### src/rtl/rate_scheduler.sv
`default_nettype none
// ============================================================================
// Module   : rate_scheduler
// Purpose  : Programmable period tick generator. A selected reload value is
//            latched on LOAD, a down-counter emits a one-cycle tick every
//            curRate+1 cycles, and a small wrapping counter tracks the ticks.
// Revision : 1.0 - initial release
// ============================================================================
module rate_scheduler #(
    parameter int RATE_WIDTH  = 20,
    parameter int COUNT_WIDTH = 4
) (
    input  logic                   clock,
    input  logic                   reset,
    input  logic                   enable,
    input  logic [1:0]             MuxSelect,
    input  logic [RATE_WIDTH-1:0]  rateFull,
    input  logic [RATE_WIDTH-1:0]  rateOne,
    input  logic [RATE_WIDTH-1:0]  rateHalf,
    input  logic [RATE_WIDTH-1:0]  rateQuarter,
    output logic                   tick,
    output logic [COUNT_WIDTH-1:0] count,
    output logic [RATE_WIDTH-1:0]  curRate,
    output logic                   busy
);

    typedef enum logic [1:0] {
        IDLE  = 2'd0,
        LOAD  = 2'd1,
        COUNT = 2'd2
    } state_t;

    state_t                  r_state;
    state_t                  w_stateNext;
    logic [RATE_WIDTH-1:0]   r_counter;
    logic [RATE_WIDTH-1:0]   r_curRate;
    logic [1:0]              r_selLatched;
    logic [COUNT_WIDTH-1:0]  r_count;
    logic                    r_tick;
    logic [RATE_WIDTH-1:0]   w_selRate;
    logic                    w_running;

    // Candidate reload value picked by the current rate select.
    always_comb begin
        w_selRate = rateFull;
        case (MuxSelect)
            2'b00:   w_selRate = rateFull;
            2'b01:   w_selRate = rateOne;
            2'b10:   w_selRate = rateHalf;
            default: w_selRate = rateQuarter;
        endcase
    end

    // Counting proceeds only when still enabled and the rate select is stable;
    // a select change takes priority and forces a reload without a tick.
    assign w_running = enable && (MuxSelect == r_selLatched);

    // State register.
    always_ff @(posedge clock) begin
        if (reset) begin
            r_state <= IDLE;
        end else begin
            r_state <= w_stateNext;
        end
    end

    // Next-state decode.
    always_comb begin
        w_stateNext = r_state;
        case (r_state)
            IDLE: begin
                if (enable) begin
                    w_stateNext = LOAD;
                end
            end
            LOAD: begin
                w_stateNext = COUNT;
            end
            COUNT: begin
                if (!enable) begin
                    w_stateNext = IDLE;
                end else if (MuxSelect != r_selLatched) begin
                    w_stateNext = LOAD;
                end
            end
            default: begin
                w_stateNext = IDLE;
            end
        endcase
    end

    // Datapath: reload on LOAD, count down in COUNT, tick and reload at zero.
    always_ff @(posedge clock) begin
        if (reset) begin
            r_counter    <= '0;
            r_curRate    <= '0;
            r_selLatched <= 2'b00;
            r_count      <= '0;
            r_tick       <= 1'b0;
        end else begin
            r_tick <= 1'b0;
            case (r_state)
                LOAD: begin
                    r_counter    <= w_selRate;
                    r_curRate    <= w_selRate;
                    r_selLatched <= MuxSelect;
                end
                COUNT: begin
                    if (w_running) begin
                        if (r_counter != '0) begin
                            r_counter <= r_counter - RATE_WIDTH'(1);
                        end else begin
                            r_counter <= r_curRate;
                            r_tick    <= 1'b1;
                            r_count   <= r_count + COUNT_WIDTH'(1);
                        end
                    end
                end
                default: begin
                end
            endcase
        end
    end

    assign tick    = r_tick;
    assign count   = r_count;
    assign curRate = r_curRate;
    assign busy    = (r_state != IDLE);

endmodule
`default_nettype wire

### config.mk
export PLATFORM = sky130hd
export DESIGN_NAME = rate_scheduler
export DESIGN_NICKNAME = d
export VERILOG_FILES = /design/src/rtl/rate_scheduler.sv
export SDC_FILE = /design/constraint.sdc
export NUM_CORES = 1
export LEC_CHECK = 0
export CORE_AREA = 2 2 88 90
export CTS_CLUSTER_DIAMETER = 60
export DETAILED_ROUTE_END_ITERATION = 7
export DIE_AREA = 0 0 90 92
export GPL_TIMING_DRIVEN = 1
export PLACE_DENSITY_LB_ADDON = 0.2
export SYNTH_ARGS = -nofsm -noshare
export SYNTH_HDL_FRONTEND = slang
export SYNTH_SLANG_ARGS = --single-unit
### constraint.sdc
create_clock -name clock -period 2.7 [get_ports clock]
set_input_delay 0.675 -clock clock [delete_from_list [all_inputs] [get_ports clock]]
set_output_delay 0.675 -clock clock [all_outputs]
set_load 0.05 [all_outputs]
Word level (Yosys, flattened, before mapping)

Cells that the tools add are included.

Register bits: 49
Bits of input ports: 85
Output and inout port bits: 26
Logic and storage cells: 39

Add/sub/neg operators: 2
Equal/unequal tests: 9
Muxes and demuxes: 9
Bitwise operators: 3
Reductions and logical operators: 10

Operators by type and width:

| operator                                             | number |
|---|---|
| case mux 20 bit (3 select lines)                     | 1 |
| 2-to-1 mux 20 bit                                    | 2 |
| case mux 20 bit (2 select lines)                     | 1 |
| nonzero test 20 bit                                  | 1 |
| subtractor 20 x 1 -> 20 bit (second input constant)  | 1 |
| 2-to-1 mux 2 bit                                     | 3 |
| case mux 2 bit (3 select lines)                      | 1 |
| adder 4 x 1 -> 4 bit (second input constant)         | 1 |
| equality test 2 x 1 -> 1 bit (second input constant) | 2 |
| equality test 2 bit (second input constant)          | 2 |
| logical NOT 2 bit                                    | 2 |
| != test 2 bit (second input constant)                | 2 |
| AND reduction 2 bit                                  | 2 |
| nonzero test 2 bit                                   | 2 |
| != test 3 bit (second input constant)                | 1 |
| inverter 1 bit                                       | 3 |
| AND reduction 3 bit                                  | 1 |
| OR reduction 3 bit                                   | 1 |
| equality test 2 bit                                  | 1 |
| != test 2 bit                                        | 1 |
| logical AND 1 bit                                    | 1 |
| 2-to-1 mux 1 bit                                     | 1 |

Logic depth before layout (Yosys ltp)

Word-level depth: 4
Gate-level depth with buffers: 8
Mapped depth without buffers: 7

Worst setup path after synthesis

No wires, ideal clock.

Path kind: in2reg
From: input MuxSelect[0]
To: register r_counter[15]
Setup time: 129 ps
Data arrival time: 2213 ps
Setup slack: 358 ps
Stages on the path: 8
Buffers on the path: 3
Path through: buf_2 > xor2_1 > or3_1 > clkbuf_1 > clkbuf_1 > nor2_1 > a222oi_1 > a21oi_1

Word-level cells in the longest chain between the ends: 4
Elaborated cells on any way between the ends: 9
Those cells by class: eq/ne (4); mux (2); reduce/logical (3)

RTL lines:

| item                                                                                     | RTL line | source |
|---|---|---|
| from (decl)                                                                              | 16       | `input logic [1:0] MuxSelect,` |
| parallel branches: the longest is 4 deep, another holds case mux 20 bit (3 select lines) | -        |  |
| to (signal assigned)                                                                     | 104      | `r_counter <= w_selRate;` |
| to (signal assigned)                                                                     | 111      | `r_counter <= r_counter - RATE_WIDTH'(1);` |
| to (signal assigned)                                                                     | 113      | `r_counter <= r_curRate;` |
| to (decl)                                                                                | 35       | `logic [RATE_WIDTH-1:0] r_counter;` |

Parallel ways; which one is timed is not known.
A chain may end at the register's enable or synchronous reset.

Worst setup path in the final report

From: register r_counter[9]
To: register r_counter[12]

Word-level cells in the longest chain between the ends: 4
Elaborated cells on any way between the ends: 5
Those cells by class: add/sub (1); mux (3); reduce/logical (1)

RTL lines:

| item                                                               | RTL line | source |
|---|---|---|
| subtractor 20 x 1 -> 20 bit or nonzero test 20 bit (tied branches) | 111, 110 |  |
| 2-to-1 mux 20 bit *                                                | 110      | `if (r_counter != '0) begin` |
| 2-to-1 mux 20 bit *                                                | 109      | `if (w_running) begin` |
| case mux 20 bit (2 select lines) *                                 | 102      | `case (r_state)` |

Mark *: on every way between the ends. The rest lies on a longest branch, timed or not. The select of a mux whose other input is x is not followed.

==> results.json <==
{
  "power.leakage_nw": 1.642,
  "finalCoreUtilization_pct": 62.53,
  "dp_hpwl_mm": 7.962,
  "antenna_found_initial": 0,
  "drv_slew": 0,
  "path_clk_slew_ns": 0.10,
  "yosysSeqAreaShare_pct": 30.25,
  "cts_setup_buffers": 0,
  "diodes": 0,
  "final_cell_area_mm2": 0.004657,
  "synth_mux_area_share_pct": 14.81,
  "hold-worst-slack_ns": 0.4710,
  "via_per_inst": 5.935,
  "gp_congestion": 0.9066,
  "rows": 32,
  "vias": 3484,
  "cts_buffers": 5,
  "wire_per_inst_um": 17.84,
  "clock_tree.root_cell": "clkbuf_8",
  "wl_mm": 10.47,
  "max_cap_viol_count": 0,
  "fillers": 655,
  "rsz0062_at_grt": "false",
  "drc": 0,
  "hp-class": "flop to flop",
  "areaGrowthSynthToFinish_pct": 43.60,
  "reg2reg_to": "r_counter[12]$_SDFFE_PP0P_",
  "r2r_slack_ns": 0.25,
  "setup-tns-final_ns": 0,
  "first_global_vias": 3464,
  "multi_input_area_mm2": 0.002093,
  "outcome": "complete, no violations",
  "drt_pass1_iterations": 5,
  "dieArea_mm2": 0.008280,
  "reg2regPathDepth": 6,
  "synth-simple-area-share_pct": 22.65,
  "path_buf_inv": 1,
  "power_density_mw_per_mm2": 471.2,
  "cts_buffer_depth": 2,
  "startpoint_type": "flop",
  "critPathMaxStageDelay_ns": 0.44,
  "synth_ff_type": "dfxtp_1",
  "fmax_mhz": 407.7,
  "final_layout_size_suffix_gt1_share_pct": 14.85,
  "final_cell_mix": "clkdlybuf4s50_1, dfxtp_1, nand2_1, a21oi_1, nor2_1",
  "insertion_delay_ns": 0.31,
  "synth-edff-count": 0,
  "grt.overflow.total": 0,
  "tightestPinTransition_ns": 0.6001,
  "p_total_mw": 2.194,
  "critPathLaunch": "r_counter[9]$_SDFFE_PP0P_",
  "crit_path_top_delay_cell": "nand2_1",
  "synthArstFlopShare_pct": 0,
  "synth_compound_area_share_pct": 23.23,
  "final-seq-area_um2": 980.9,
  "place_area_mm2": 0.004537,
  "grt_pass1_wl_mm": 16.81,
  "fin_skew_ns": 0.009855,
  "mostFrequentLayoutCell": "clkdlybuf4s50_1",
  "path_delay_family": "simple AND/OR/NAND/NOR gates",
  "final_nets": 572,
  "worstPathCellList": "nor4_1, buf_4, and4_1, nand2_1, o2111ai_1, a311oi_1",
  "yosys_warnings": 0,
  "setup_viol": 0,
  "ant_nets": 0,
  "synthTopCellsByArea": "dfxtp_1, mux4_2, a21oi_1, nand2_1, nor2_1",
  "die_y_um": 92,
  "period_share_pct": 90.84,
  "io_buffers": 110,
  "syn-cell-area_mm2": 0.003243,
  "synth_top_area_share_pct": 30.25,
  "gr-usage-all-layers_pct": 25.00,
  "hold_viol": 0,
  "critical_path_depth": 6,
  "drt_iter0_markers": 273,
  "synth_fp_nets": 461,
  "synthDistinctLibCells": 66,
  "cp.required_ns": 2.88,
  "vdd.ir_drop.worst_mv": 0.1988,
  "htreeDepth": 2,
  "clock_sinks": 49,
  "core_area_mm2": 0.007447,
  "cts_tree": "done",
  "synth_largest_area_cell": "dfxtp_1",
  "num_io_pins": 111,
  "start_util_pct": 43.55,
  "syn_inst": 373,
  "hold_buffers": 0,
  "synth_top_family_by_area": "compound AO/OA/AOI/OAI gates",
  "cp-end-kind": "flop",
  "endpoint": "r_counter[12]$_SDFFE_PP0P_",
  "crit_type": "flop to flop",
  "synth-xor-area-share_pct": 2.701,
  "fin_crit_ns": 2.453,
  "grt_max_degree": 36,
  "crit_path_max_fanout": 13,
  "synth_fa_ha_area_share_pct": 1.157,
  "synth-seq-cells": 49,
  "syn_avg_cell_area_um2": 8.695,
  "max_slew_margin_pct": 59.63,
  "die_w_um": 90,
  "reg2reg_from": "r_counter[9]$_SDFFE_PP0P_",
  "critPathArrivalTime_ns": 2.63,
  "cts_resized": 0
}
sequential cells by signal, summed over array words and instances, names as in the netlist:
register,flops
curRate,20
r_counter,20
count,4
r_selLatched,2
r_state,2
tick,1
worst min-delay path by stage:
stage                            startpoint  slack (ns)                            to  cells after the start
2_1_floorplan  r_selLatched[1]$_SDFFE_PP0P_        0.45  r_selLatched[1]$_SDFFE_PP0P_                      2
3_3_place_gp   r_selLatched[1]$_SDFFE_PP0P_        0.46  r_selLatched[1]$_SDFFE_PP0P_                      2
3_5_place_dp   r_selLatched[1]$_SDFFE_PP0P_        0.46  r_selLatched[1]$_SDFFE_PP0P_                      2
4_1_cts        r_selLatched[1]$_SDFFE_PP0P_        0.48  r_selLatched[1]$_SDFFE_PP0P_                      2
5_1_grt        r_selLatched[1]$_SDFFE_PP0P_        0.50  r_selLatched[1]$_SDFFE_PP0P_                      2
6_report       r_selLatched[1]$_SDFFE_PP0P_        0.47  r_selLatched[1]$_SDFFE_PP0P_                      2
Yosys cell counts, types with 3 or more instances:
library cell  instances
a211oi_1              9
a21o_1                4
a21oi_1              36
a31o_2                5
buf_2                 9
clkbuf_1             19
dfxtp_1              49
ha_1                  3
inv_1                 9
mux2i_1               3
mux4_2               19
nand2_1              42
nand3_1              11
nand4_1               4
nor2_1               30
nor2b_1               4
nor3_1               10
nor4_1                7
o21ai_0              15
o21ai_1               3
o221ai_1              5
o31ai_1               3
o32ai_1               3
or3_1                 3
or4_1                 4
xnor2_1               5
xor2_1                5
worst min-delay path, stage by stage (launching register included):
cell and delay (ns):
dfxtp_1 0.33, nand2_1 0.05, a21oi_1 0.05
where the power goes:
part / switching (mW) / internal [mW] / total [mW]
registers: 0.0525 / 0.765 / 0.817
clock network: 0.263 / 0.302 / 0.565
logic: 0.435 / 0.377 / 0.812
total: 0.751 / 1.44 / 2.19
cell type report:
cell class	count	area share, %
Timing Repair Buffer	135	27.94
Multi-Input combinational cell	284	44.95
Clock buffer	6	1.773
Inverter	9	0.7254
Tap cell	102	2.740
Clock inverter	2	0.8060
Sequential cell	49	21.06
routing by layer:
layer,up-vias,wire (um),GRT usage [%]
li1,1645,-,-
met1,1652,4625,33.45
met2,167,4984,42.54
met3,20,676,3.040
met4,0,186,7.436
met5,-,0,0
stage by stage:
stage          std cells  setup slack [ns]
4_1_cts              587            0.2999
3_3_place_gp         579           0.06748
5_1_grt              587            0.1816
6_report             587            0.2472
2_1_floorplan        373            0.3584
3_5_place_dp         579           0.03074
logic make-up after synthesis:
family,Yosys count
simple gates,136
compound gates,111
flops,49
buf+inv,40
mux,24
xor+xnor,10
fa+ha+maj,3
(Power assumes the default switching activity.)
